$ cat src/rtl/board_memory.sv
// Board store for the display driver: 10x40 cells, single-cell writes, multi-cycle full-row clear pass.
// Writes land one edge after sampling; wr_en/clr_start are dropped (not stalled) while busy.
module board_memory #(
  parameter int ROWS = 10,
  parameter int COLS = 40
) (
  input  logic                      Clock,
  input  logic                      Reset,
  input  logic                      wr_en,
  input  logic [3:0]                wr_row,
  input  logic [5:0]                wr_col,
  input  logic                      wr_val,
  input  logic                      clr_start,
  output logic [ROWS-1:0][COLS-1:0] boardOut,
  output logic                      busy,
  output logic                      done,
  output logic [3:0]                lines_last,
  output logic [15:0]               lines_total,
  output logic                      game_over
);

  typedef enum logic [1:0] {IDLE, SCAN, SHIFT, DONE} state_t;

  localparam logic [3:0] ROW_LIM = 4'(ROWS);
  localparam logic [5:0] COL_LIM = 6'(COLS);
  localparam logic [3:0] R_TOP   = 4'(ROWS - 1);

  state_t      state;
  logic [3:0]  r;
  logic [16:0] total_sum;

  assign total_sum = {1'b0, lines_total} + {13'd0, lines_last};

  always_ff @(posedge Clock) begin
    if (Reset) begin
      state       <= IDLE;
      r           <= R_TOP;
      boardOut    <= '0;
      busy        <= 1'b0;
      done        <= 1'b0;
      lines_last  <= '0;
      lines_total <= '0;
      game_over   <= 1'b0;
    end else begin
      case (state)
        IDLE: begin
          if (wr_en && (wr_row < ROW_LIM) && (wr_col < COL_LIM))
            boardOut[wr_row][wr_col] <= wr_val;
          if (clr_start) begin
            state      <= SCAN;
            r          <= R_TOP;
            busy       <= 1'b1;
            lines_last <= '0;
          end
        end
        SCAN: begin
          if (&boardOut[r]) begin
            state <= SHIFT;
          end else if (r == 4'd0) begin
            state <= DONE;
            done  <= 1'b1;
          end else begin
            r <= r - 4'd1;
          end
        end
        SHIFT: begin
          // Rows at or above r drop by one; r is kept so the dropped-in row is rechecked.
          for (int i = ROWS - 1; i >= 1; i--) begin
            if (i <= int'(r))
              boardOut[i] <= boardOut[i-1];
          end
          boardOut[0] <= '0;
          lines_last  <= lines_last + 4'd1;
          state       <= SCAN;
        end
        DONE: begin
          done        <= 1'b0;
          busy        <= 1'b0;
          lines_total <= total_sum[16] ? 16'hFFFF : total_sum[15:0];
          game_over   <= game_over | (|boardOut[0]);
          r           <= R_TOP;
          state       <= IDLE;
        end
        default: state <= IDLE;
      endcase
    end
  end

endmodule

$ cat config.mk
export PLATFORM = sky130hd
export DESIGN_NAME = board_memory
export DESIGN_NICKNAME = d
export VERILOG_FILES = /design/src/rtl/board_memory.sv
export SDC_FILE = /design/constraint.sdc
export NUM_CORES = 1
export LEC_CHECK = 0
export CAP_MARGIN = 20
export CORE_MARGIN = 2
export CORE_UTILIZATION = 31
export DETAILED_ROUTE_END_ITERATION = 8
export PLACE_DENSITY = 0.52
export SLEW_MARGIN = 20
export SYNTH_ARGS = -nofsm -noshare
export SYNTH_HDL_FRONTEND = slang
export SYNTH_SLANG_ARGS = --single-unit
$ cat constraint.sdc
create_clock -name Clock -period 2.5 [get_ports Clock]
set_input_delay 0.5 -clock Clock [delete_from_list [all_inputs] [get_ports Clock]]
set_output_delay 0.5 -clock Clock [all_outputs]
set_load 0.01 [all_outputs]
Word-level counts from Yosys, hierarchy flattened
Index checks and enable logic that the tools add are counted.
{"block": "word_totals", "out_inout_bits": 423, "word_cells": 116, "ff_bits": 429}
{"block": "classes", "n_addsub": 3, "muxes": 34, "n_eq_ne": 18, "reduce_logical": 27, "bitwise_logic": 1, "magnitude_cmp": 16}
{"cell": "$pmux W400 S2", "count": 1}
{"cell": "$mux W40", "count": 11}
{"cell": "$bwmux W400", "count": 1}
{"cell": "$mux W400", "count": 1}
{"cell": "$bmux W40 S4", "count": 1}
{"cell": "$demux W40 S4", "count": 1}
{"cell": "$reduce_and A40 Y1", "count": 1}
{"cell": "$reduce_or A40 Y1", "count": 1}
{"cell": "$reduce_and A3 Y1", "count": 10}
{"cell": "$ne A2 B2 Y1 const B", "count": 14}
{"cell": "$add A16 B4 Y17", "count": 1}
{"cell": "$le A3 B4 Y1 const A", "count": 4}
{"cell": "$mux W16", "count": 1}
{"cell": "$mux W4", "count": 4}
{"cell": "$pmux W4 S3", "count": 1}
{"cell": "$lt A4 B5 Y1 const B", "count": 2}
{"cell": "$le A2 B4 Y1 const A", "count": 2}
{"cell": "$le A4 B4 Y1 const A", "count": 2}
{"cell": "$pmux W2 S4", "count": 1}
{"cell": "$pmux W4 S2", "count": 1}
{"cell": "$reduce_and A2 Y1", "count": 4}
{"cell": "$lt A6 B7 Y1 const B", "count": 1}
{"cell": "$demux W1 S6", "count": 1}
{"cell": "$ge A6 B1 Y1 const B", "count": 1}
{"cell": "other kinds (19)", "count": 31}

Depth between registers and ports, before layout
Gate-level depths: netlist of run 1.
{"block": "depth", "depth_word": 9, "mapped_depth": 12, "ltp_nobuf": 11}

Worst setup path before layout of run 1
OpenSTA, ideal clock, no wires.
{"block": "synth_timing", "path_type": "flip-flop to flip-flop", "start": "register r[0]", "end": "register r[1]", "path_buffers": 2, "setup_ns": 0.087, "period_less_slack_ns": 2.473, "arrival_ns": 2.386, "path_stages_with_launch": 11, "setup_slack_ns": 0.027, "cell_sequence": "dfxtp_1 -> buf_6 -> mux4_2 -> mux2i_1 -> a311oi_1 -> o211ai_2 -> nor4_2 -> or3_1 -> buf_2 -> or4_1 -> o31ai_1"}
{"block": "synth_via", "elab_chain_len": 5, "word_cells_on_any_way": 11, "classes_between": "add/sub: 1; eq/ne: 2; mux: 5; reduce/logical: 3"}
{"item": "start, declared", "line": "29", "rtl": "logic [3:0] r;"}
{"item": "start signal, assigned", "line": "63", "rtl": "r <= r - 4'd1;"}
{"item": "$bmux W40 S4", "line": "57", "rtl": "if (&boardOut[r]) begin"}
{"item": "$mux W40 (not written as such)", "line": "57"}
{"item": "$reduce_and A40 Y1", "line": "57"}
{"item": "$ne A2 B2 Y1 (no source line)"}
{"item": "$reduce_and A4 Y1 (no source line)"}
Parallel ways exist; a longest one is shown, timed or not. The select of a mux whose other input is x is not followed.
A chain may end at the register's enable or synchronous reset.

Final worst setup path of run 1
Ends and elaborated chain as after synthesis.

==> flow_summary.json, run 1 <==
{
  "crit_type": "flop to flop",
  "ys_seq_area_share_pct": 38.5,
  "grt_max_degree": 145,
  "power.total_mw": 25.6,
  "maxCapViolCount": 0,
  "finalHoldViolCount": 0,
  "place_ws_ns": -0.489,
  "p_per_area_mw_per_mm2": 747,
  "vias": 29000,
  "max-clock-path-buffers": 3,
  "drive_above_1_share_pct": 19.7,
  "die_area_mm2": 0.0741,
  "post_dp_cell_area_mm2": 0.0322,
  "reg2regPathDepth": 10,
  "fin_crit_ns": 2.70,
  "ys_ff_latch": 429,
  "fillerInstances": 7073,
  "grt_pass1_wl_um": 187000,
  "r2r-end": "r[1]$_SDFFE_PP0P_",
  "drv_slew": 0,
  "io_buffers": 437,
  "wl_met2_um": 59000,
  "drtPass1Iterations": 6,
  "async_flop_share_pct": 0,
  "io_pins": 438,
  "clock_skew_ns": 0.0225,
  "cts_root_buf": "clkbuf_16",
  "fin_ws_ns": -0.200,
  "wl_per_cell_um": 26.7,
  "antenna_found_initial": 5,
  "power_leakage_nw": 11.3,
  "drtIter0Drc": 3728,
  "violations": "setup timing",
  "synth-edff-count": 0,
  "ir_drop_mv": 0.481,
  "rsz0062_at_grt": "true",
  "gp_congestion": 0.962,
  "hp-start": "Reset",
  "dp_hpwl_um": 95700,
  "avgSynthCellArea_um2": 7.06,
  "drc": 0,
  "worst-endpoint-arrival_ns": 3.23,
  "die_width_um": 272,
  "mappedNetlistNets": 3189,
  "synth_cell_type_count": 63,
  "highest_layer": "met5",
  "path_max_fanout": 6,
  "via_per_inst": 5.84,
  "cts_sinks": 429,
  "hold_path_depth": 2,
  "worst_hold_path.endpoint": "boardOut[10]$_SDFFE_PP0P_",
  "syn_inst": 3160,
  "syn_area_mm2": 0.0223,
  "fmaxAchievable_mhz": 370,
  "fp.dieH_um": 272,
  "r2r_start": "r[0]$_SDFFE_PP1P_",
  "finalWirelength_um": 133000,
  "wl_met1_um": 53800,
  "h-tree-depth": 2,
  "grt_usage_pct": 34.1,
  "crit_path_start_kind": "flop",
  "insertion_delay_ns": 0.62,
  "tightest_slew_ns": 0.983,
  "status": "finished with violations",
  "ys.flop_type": "dfxtp_1",
  "worstPathRequired_ns": 3.03,
  "final_area_mm2": 0.0343,
  "design.core.area_mm2": 0.0714,
  "path_clk_slew_ns": 0.06,
  "setup_viol": 5,
  "hp-class": "input port to flop",
  "met3WireLength_um": 12200,
  "grt-ovfl-total": 0,
  "cts-buffers-inserted": 52,
  "relSlewSlack_pct": 34.5,
  "min_period_over_period_pct": 108,
  "startpoint": "r[0]$_SDFFE_PP1P_",
  "fin_nets": 4003,
  "area_growth_pct": 53.5,
  "r2r_setup_slack_ns": -0.20,
  "num_rows": 98,
  "cts_tree": "yes",
  "yosys_warnings": 0,
  "grt_pass1_vias": 27300,
  "detail-route-antenna-nets": 0,
  "initial_core_util_pct": 31.3,
  "worstSetupEndpointType": "flop",
  "tns_ns": -0.709
}
worst max-delay path, stage by stage, from the launching register on:
cell and delay (ns):
dfxtp_4 0.43, buf_6 0.14, mux4_2 0.51, mux2i_2 0.18
a311oi_2 0.07, o211ai_2 0.11, nor4_4 0.08, or3_4 0.41
buf_6 0.13, or4_4 0.48, o31ai_2 0.07
stage by stage:
stage	cells	util, %	hold WS, ns
finish	4968	48.0	0.398
global route	4966	48.0	0.386
CTS	4960	47.7	0.350
detailed placement	4857	45.1	0.483
global placement	4857	45.1	0.482
floorplan	3160	-	0.502
worst max-delay path by stage:
stage	depth (start not counted)	end	slack, ns
after floorplan	10	r[1]$_SDFFE_PP0P_	0.03
after global placement	14	r[1]$_SDFFE_PP0P_	-0.50
after detailed placement	11	boardOut[230]$_SDFFE_PP0P_	-0.49
after CTS	10	r[1]$_SDFFE_PP0P_	-0.13
after global routing	10	r[1]$_SDFFE_PP0P_	-0.26
final	10	r[1]$_SDFFE_PP0P_	-0.20
cells in the mapped netlist, types with 9 or more instances:
cell type,n,share of area [%]
o21ai_0,54,1.2
nor2_1,807,14
nand2_1,429,7.2
nand3_1,19,0.43
clkbuf_1,308,5.2
nand4_1,90,2.5
or3_1,9,0.25
a21oi_1,461,10
ha_1,13,0.73
dfxtp_1,429,38
nor3_1,30,0.67
nor4_1,16,0.45
a311oi_1,361,14
nand2b_1,11,0.31
timing repair:
action | CTS | global route
hold buffers | 0 | 0
pin swaps | 5 | 11
endpoints found under the setup margin | 7 | 179
endpoints found under the hold margin | 0 | 0
resized for setup | 18 | 36
buffers inserted | 11 | 3
logic make-up after synthesis:
group | Yosys count | synth area share [%]
compound gates | 918 | 27.1
xor+xnor | 9 | 0.353
fa+ha+maj | 14 | 0.819
buf+inv | 326 | 5.64
flops | 429 | 38.5
mux | 8 | 0.477
simple gates | 1456 | 27.1
layer usage:
| metal | global-route usage, % | up-vias |
|---|---|---|
| met5 | 0 | - |
| met4 | 17.3 | 4 |
| met3 | 6.22 | 302 |
| met2 | 53.7 | 1678 |
| met1 | 44.4 | 14100 |
| li1 | - | 13000 |
where the power goes:
part	switching, mW	internal (mW)	total (mW)
clock	3.22	4.53	7.75
sequential	0.390	7.41	7.80
combinational	6.15	3.89	10.0
total	9.76	15.8	25.6
final cells by class:
type                       count  area (um2)  area share (%)
multi-input combinational   2405       12800            37.3
timing repair buffer        1077        9940            29.0
sequential                   429        8590            25.1
clock buffer                  82        1590            4.63
tap                          950        1190            3.47
clock inverter                11         119           0.347
inverter                       9        38.8           0.113
antenna                        5        12.5          0.0365
registers in the layout (all words and copies together), names as in the netlist:
name,count
r,4
state,2
busy,1
lines_last,4
game_over,1
done,1
boardOut,400
lines_total,16
placed cells by master, fill, tap and decap left out, drive strengths merged, types with 5 or more instances in the layout:
master / count
inv: 9
clkdlybuf4s50: 436
nand4: 90
buf: 641
o21ai: 60
nand2: 430
nand3: 19
a21oi: 461
xnor2: 7
ha: 13
dfxtp: 429
a311oi: 361
nand2b: 11
nor2: 807
clkinv: 8
or4: 5
diode: 5
nor2b: 7
clkbuf: 82
nor3: 30
or3: 9
nand3b: 5
mux2i: 5
nor4: 17
Power figures use the tool's default switching activity.
==> run 2: changes to the inputs <==
CORE_MARGIN = not set   (was 2)
CTS_CLUSTER_SIZE = 16   (was not set)
==> run 2 against run 1 <==
The run still ends with setup timing left. Register-to-register slack better by 0.03 ns. Die area is 1.5% lower. Via count increased by 1.1%. Clock skew about the same. Hold slack worse by 0.0071 ns. Sequential share of layout area shrank 0.75 points. Worst setup slack improved by 0.031 ns. Critical path type unchanged. Highest routed layer unchanged.
==> flow_summary.json, run 2 (same netlist as run 1, synthesis figures left out) <==
{
  "antenna_found_initial": 2,
  "multiInputGateArea_mm2": 0.0128,
  "mostFrequentLayoutCell": "nor2_1",
  "crit_path_start_kind": "flop",
  "finalHoldViolCount": 0,
  "cts_sinks": 429,
  "top_register": "boardOut",
  "drtIter0Drc": 3482,
  "detail-route-antenna-nets": 0,
  "seq_area_mm2": 0.00860,
  "hp-start": "Reset",
  "cts_root_buf": "clkbuf_16",
  "reg2regPathDepth": 12,
  "drtPass1Iterations": 6,
  "largest_reg_flops": 400,
  "worstSetupEndpointType": "flop",
  "setup_viol": 6,
  "fin_cells": 5098,
  "fin_ws_ns": -0.170,
  "path_max_fanout": 7,
  "worstPathRequired_ns": 3.01,
  "grt_usage_pct": 34.7,
  "wl_per_cell_um": 26.0,
  "r2r_start": "r[1]$_SDFFE_PP0P_",
  "cts-buffers-inserted": 51,
  "p_int_mw": 15.8,
  "hold_path_depth": 2,
  "drc": 0,
  "worst-endpoint-arrival_ns": 3.18,
  "min_period_over_period_pct": 107,
  "power_frac_seq_pct": 30.5,
  "status": "finished with violations",
  "pwr-share-comb_pct": 40.2,
  "tightest_slew_ns": 0.914,
  "power.total_mw": 25.5,
  "p_switching_mw": 9.75,
  "cts_tree": "yes",
  "worst_hold_path.endpoint": "lines_total[1]$_SDFFE_PP0P_",
  "worst_hold_slack_ns": 0.391,
  "design.core.area_mm2": 0.0706,
  "fmaxAchievable_mhz": 375,
  "insertion_delay_ns": 0.62,
  "h-tree-depth": 2,
  "dp_cells": 4999,
  "diodes": 0,
  "p_clk_share_pct": 29.3,
  "holdBufCountCts": 0,
  "rsz0062_at_grt": "true",
  "ir_drop_mv": 0.477,
  "maxCapViolCount": 0,
  "drive_above_1_share_pct": 22.6,
  "crit_type": "flop to flop",
  "netSwitchingFraction_pct": 38.2,
  "io_buffers": 437,
  "num_rows": 97,
  "initial_core_util_pct": 31.6,
  "violations": "setup timing",
  "relSlewSlack_pct": 39.0,
  "dp_hpwl_um": 97200,
  "final_cell_mix": "nor2_1 (801), buf_4 (715), a21oi_1 (460), clkdlybuf4s50_1 (436), nand2_1 (426)",
  "finalWirelength_um": 133000,
  "fillerInstances": 6887,
  "r2r_setup_slack_ns": -0.17,
  "r2r-end": "r[1]$_SDFFE_PP0P_",
  "grt_pass1_vias": 27400,
  "fin_crit_ns": 2.67,
  "drv_slew": 0,
  "gp_congestion": 0.952,
  "reg_top3": "boardOut x400, lines_total x16",
  "die_width_um": 270,
  "path_clk_slew_ns": 0.06,
  "fin_nets": 4148,
  "io_pins": 438,
  "p_per_area_mw_per_mm2": 722,
  "max-clock-path-buffers": 3,
  "vias": 29400,
  "die_area_mm2": 0.0730,
  "grt_max_degree": 149,
  "hp-class": "input port to flop",
  "post_dp_cell_area_mm2": 0.0333,
  "final_area_mm2": 0.0353,
  "power_leakage_nw": 12.1,
  "clock_skew_ns": 0.0230,
  "grt_pass1_wl_um": 189000,
  "via_per_inst": 5.76,
  "area_growth_pct": 58.4,
  "fin_util_pct": 50.0,
  "fp.dieH_um": 270,
  "grt-ovfl-total": 0
}
[run 2: cell count changes in the layout (fill, tap and decap cells not counted), sizes merged]
cell,previous run,this run
buf,641,787
diode,5,0
bufinv,2,1
clkinv,8,4
clkinvlp,1,3
clkbuf,82,83
inv,9,10
[run 2: layout make-up]
type                    count  share of cell area [%]
repair buffers           1223                    31.3
flip-flops and latches    429                    24.3
well taps                 940                    3.33
inverters                   9                   0.110
clock buffers              83                    4.35
clock inverters             9                   0.230
multi-input cells        2405                    36.3
[run 2: through the flow]
step	setup TNS, ns	worst slack [ns]
2_1_floorplan	0	0.0269
3_5_place_dp	-205.02	-0.652
4_1_cts	-0.533	-0.149
5_1_grt	-1.02	-0.239
3_3_place_gp	-180.00	-0.583
6_report	-0.555	-0.170
[run 2: worst max path at each step]
| stage | from | end | slack [ns] | cells after the start |
|---|---|---|---|---|
| after floorplan | r[0]$_SDFFE_PP1P_ | r[1]$_SDFFE_PP0P_ | 0.03 | 10 |
| after global placement | wr_row[1] | boardOut[109]$_SDFFE_PP0P_ | -0.58 | 9 |
| after detailed placement | wr_row[1] | boardOut[115]$_SDFFE_PP0P_ | -0.65 | 9 |
| after CTS | boardOut[50]$_SDFFE_PP0P_ | r[1]$_SDFFE_PP0P_ | -0.15 | 10 |
| after global routing | r[0]$_SDFFE_PP1P_ | r[0]$_SDFFE_PP1P_ | -0.24 | 12 |
| final | r[1]$_SDFFE_PP0P_ | r[1]$_SDFFE_PP0P_ | -0.17 | 12 |
[run 2: critical path: stages (launching register included)]
cell	delay [ns]
dfxtp_2	0.33
buf_12	0.14
inv_4	0.06
buf_4	0.20
nor3_2	0.09
o21ai_0	0.22
nand2_2	0.16
a31oi_4	0.24
nor4_4	0.09
or3_4	0.35
buf_6	0.14
or4_1	0.46
o31ai_1	0.08
[run 2: power by group through the flow]
stage / clock network [mW] / registers [mW] / logic (mW)
finish: 7.48 / 7.78 / 10.3
global route: 7.80 / 7.84 / 11.0
CTS: 7.52 / 7.76 / 10.0
detailed placement: 0 / 7.90 / 9.92
global placement: 0 / 7.88 / 9.83
floorplan: 0 / 8.26 / 4.73
[run 2: layer usage]
metal	up-vias	global-route usage [%]	part of all wire [%]
met4	2	16.9	5.4
li1	13300	-	-
met3	273	4.53	7.5
met5	-	0	0.0090
met1	14300	45.7	42
met2	1485	55.8	45
[run 2: what timing repair did]
item	CTS	global route
hold endpoints to repair	0	0
setup endpoints to repair	11	142
gates resized for setup	44	33
pin swaps	13	7
setup buffers	5	3
==> patch: new RTL, settings of run 1 <==
Change the parameter `COLS` from 40 to 20.
--- a/src/rtl/board_memory.sv
+++ b/src/rtl/board_memory.sv
@@ -2,7 +2,7 @@
 // Writes land one edge after sampling; wr_en/clr_start are dropped (not stalled) while busy.
 module board_memory #(
   parameter int ROWS = 10,
-  parameter int COLS = 40
+  parameter int COLS = 20
 ) (
   input  logic                      Clock,
   input  logic                      Reset,
Interface: changed (resized boardOut); port bits go from 438 to 238. No check against the original RTL was run, so the function may have changed too.
==> patch against run 1 <==
Final area fell by 43%. Cell count is 42% lower. Sequential cell count is 200 lower. Area after synthesis fell by 41%. Largest cell class unchanged. Power shrank 53%. Setup slack improved by 0.29 ns. Sequential power shrank 51%. Routed wire length fell by 46%. Largest power group is now clock. Synthesized cell count decreased by 39%.
==> patch: results <==
group,metric,value,unit
status,outcome,"finished, final reports clean",
layout,finalNonFillerCells,2871,
place,dp_slack,-0.278,ns
layout,largestRegisters,"boardOut x200, lines_total x16",
pwr,p_leak,6.43,nW
yosys,synth_common_cells,"397 x nand2_1, 383 x a21oi_1, 229 x dfxtp_1",
timing,skew,0.0109,ns
timing,slew_headroom,0.489,
cts,worstSkewPairLatency,0.58,ns
layout,fin_nets,2336,
global_routing,grt_pass1_vias,15700,
worst_setup_path,critical_path.max_fanout,9,
yosys,avgSynthCellArea,6.85,µm²
drt,num_vias,16700,
yosys,syn_nets,1946,
layout,drive_above_1_share,0.168,
yosys,netlist.area_leader.share,0.349,
place,dp.final_hpwl,53100,µm
layout,layout_commonest_cell,"nand2_1",
yosys,synthXorXnorAreaFrac,0.00867,
yosys,synthDistinctLibCells,55,
global_routing,antenna_found_initial,0,
global_routing,grt_max_degree,139,
drt,drt_iter0_markers,1950,
global_routing,grt_first_pass_wirelength,104000,µm
patch: cell types whose count changed after synthesis, moves of 113 or more:
cell and delta:
a311oi_1 -319, o31ai_1 +139, clkbuf_1 -132, nor2_1 -664, dfxtp_1 -200, o21ai_0 +113
patch: cell families (layout without fill, tap and decap cells):
kind of cell    after synthesis  after routing
compound gates              771            771
xor+xnor                     13             13
fa+ha+maj                    14             14
buf+inv                     203            616
flops                       229            229
mux                           5              5
other cells                   0              2
simple gates                682            682
patch: power groups by stage:
stage	combinational, mW	clock, mW	sequential [mW]
floorplan	2.26	0	3.91
global placement	3.71	0	3.91
detailed placement	3.75	0	3.91
CTS	3.77	4.47	3.83
global route	4.19	4.61	3.84
finish	3.89	4.43	3.83
patch: metrics by stage:
stage | util | hold slack (ns) | total power [mW] | setup TNS (ns) | cell area [µm²]
after floorplan | - | 0.498 | 6.18 | 0 | 13100
after global placement | 0.440 | 0.472 | 7.62 | -10.25 | 18400
after detailed placement | 0.440 | 0.486 | 7.65 | -11.35 | 18400
after CTS | 0.464 | 0.447 | 12.1 | 0 | 19400
after global routing | 0.465 | 0.473 | 12.6 | 0 | 19500
final | 0.465 | 0.478 | 12.1 | 0 | 19500
patch: routing by layer:
layer / up-vias / track usage / share of wire
met5: - / 0 / 0
met2: 837 / 0.509 / 0.45
met1: 7983 / 0.410 / 0.40
met4: 0 / 0.191 / 0.070
li1: 7647 / - / -
met3: 201 / 0.0329 / 0.072
patch: final cells by class:
type / count / area share
Multi-Input combinational cell: 1485 / 0.404
Inverter: 8 / 0.00154
Sequential cell: 229 / 0.235
Clock inverter: 9 / 0.00668
Clock buffer: 45 / 0.0439
Antenna cell: 2 / 0.000257
Tap cell: 539 / 0.0346
Timing Repair Buffer: 554 / 0.273
patch: path summary, 6_finish.rpt:
| kind | start | end | slack (ns) | depth (start not counted) |
|---|---|---|---|---|
| setup / recovery | r[1]$_SDFFE_PP0P_ | r[3]$_SDFFE_PP1P_ | 0.09 | 6 |
| hold / removal | Reset | boardOut[142]$_SDFFE_PP0P_ | 0.48 | 2 |
| setup reg to reg | r[1]$_SDFFE_PP0P_ | r[3]$_SDFFE_PP1P_ | 0.09 | 6 |
| hold reg to reg | game_over$_SDFFE_PP0P_ | game_over$_SDFFE_PP0P_ | 0.49 | 2 |
patch: what timing repair did:
action | 4_1_cts | 5_1_grt
resized for setup | 7 | 7
endpoints found under the setup margin | 6 | 49
pin swaps | 0 | 1
patch: critical path: cells and delay by family (launching register included):
kind                   cells  cell delay (ns)
and+or+nand+nor            2             0.53
muxes                      1             0.52
DFF                        1             0.51
buffers and inverters      1             0.14
AOI/OAI and AO/OA          2             0.61
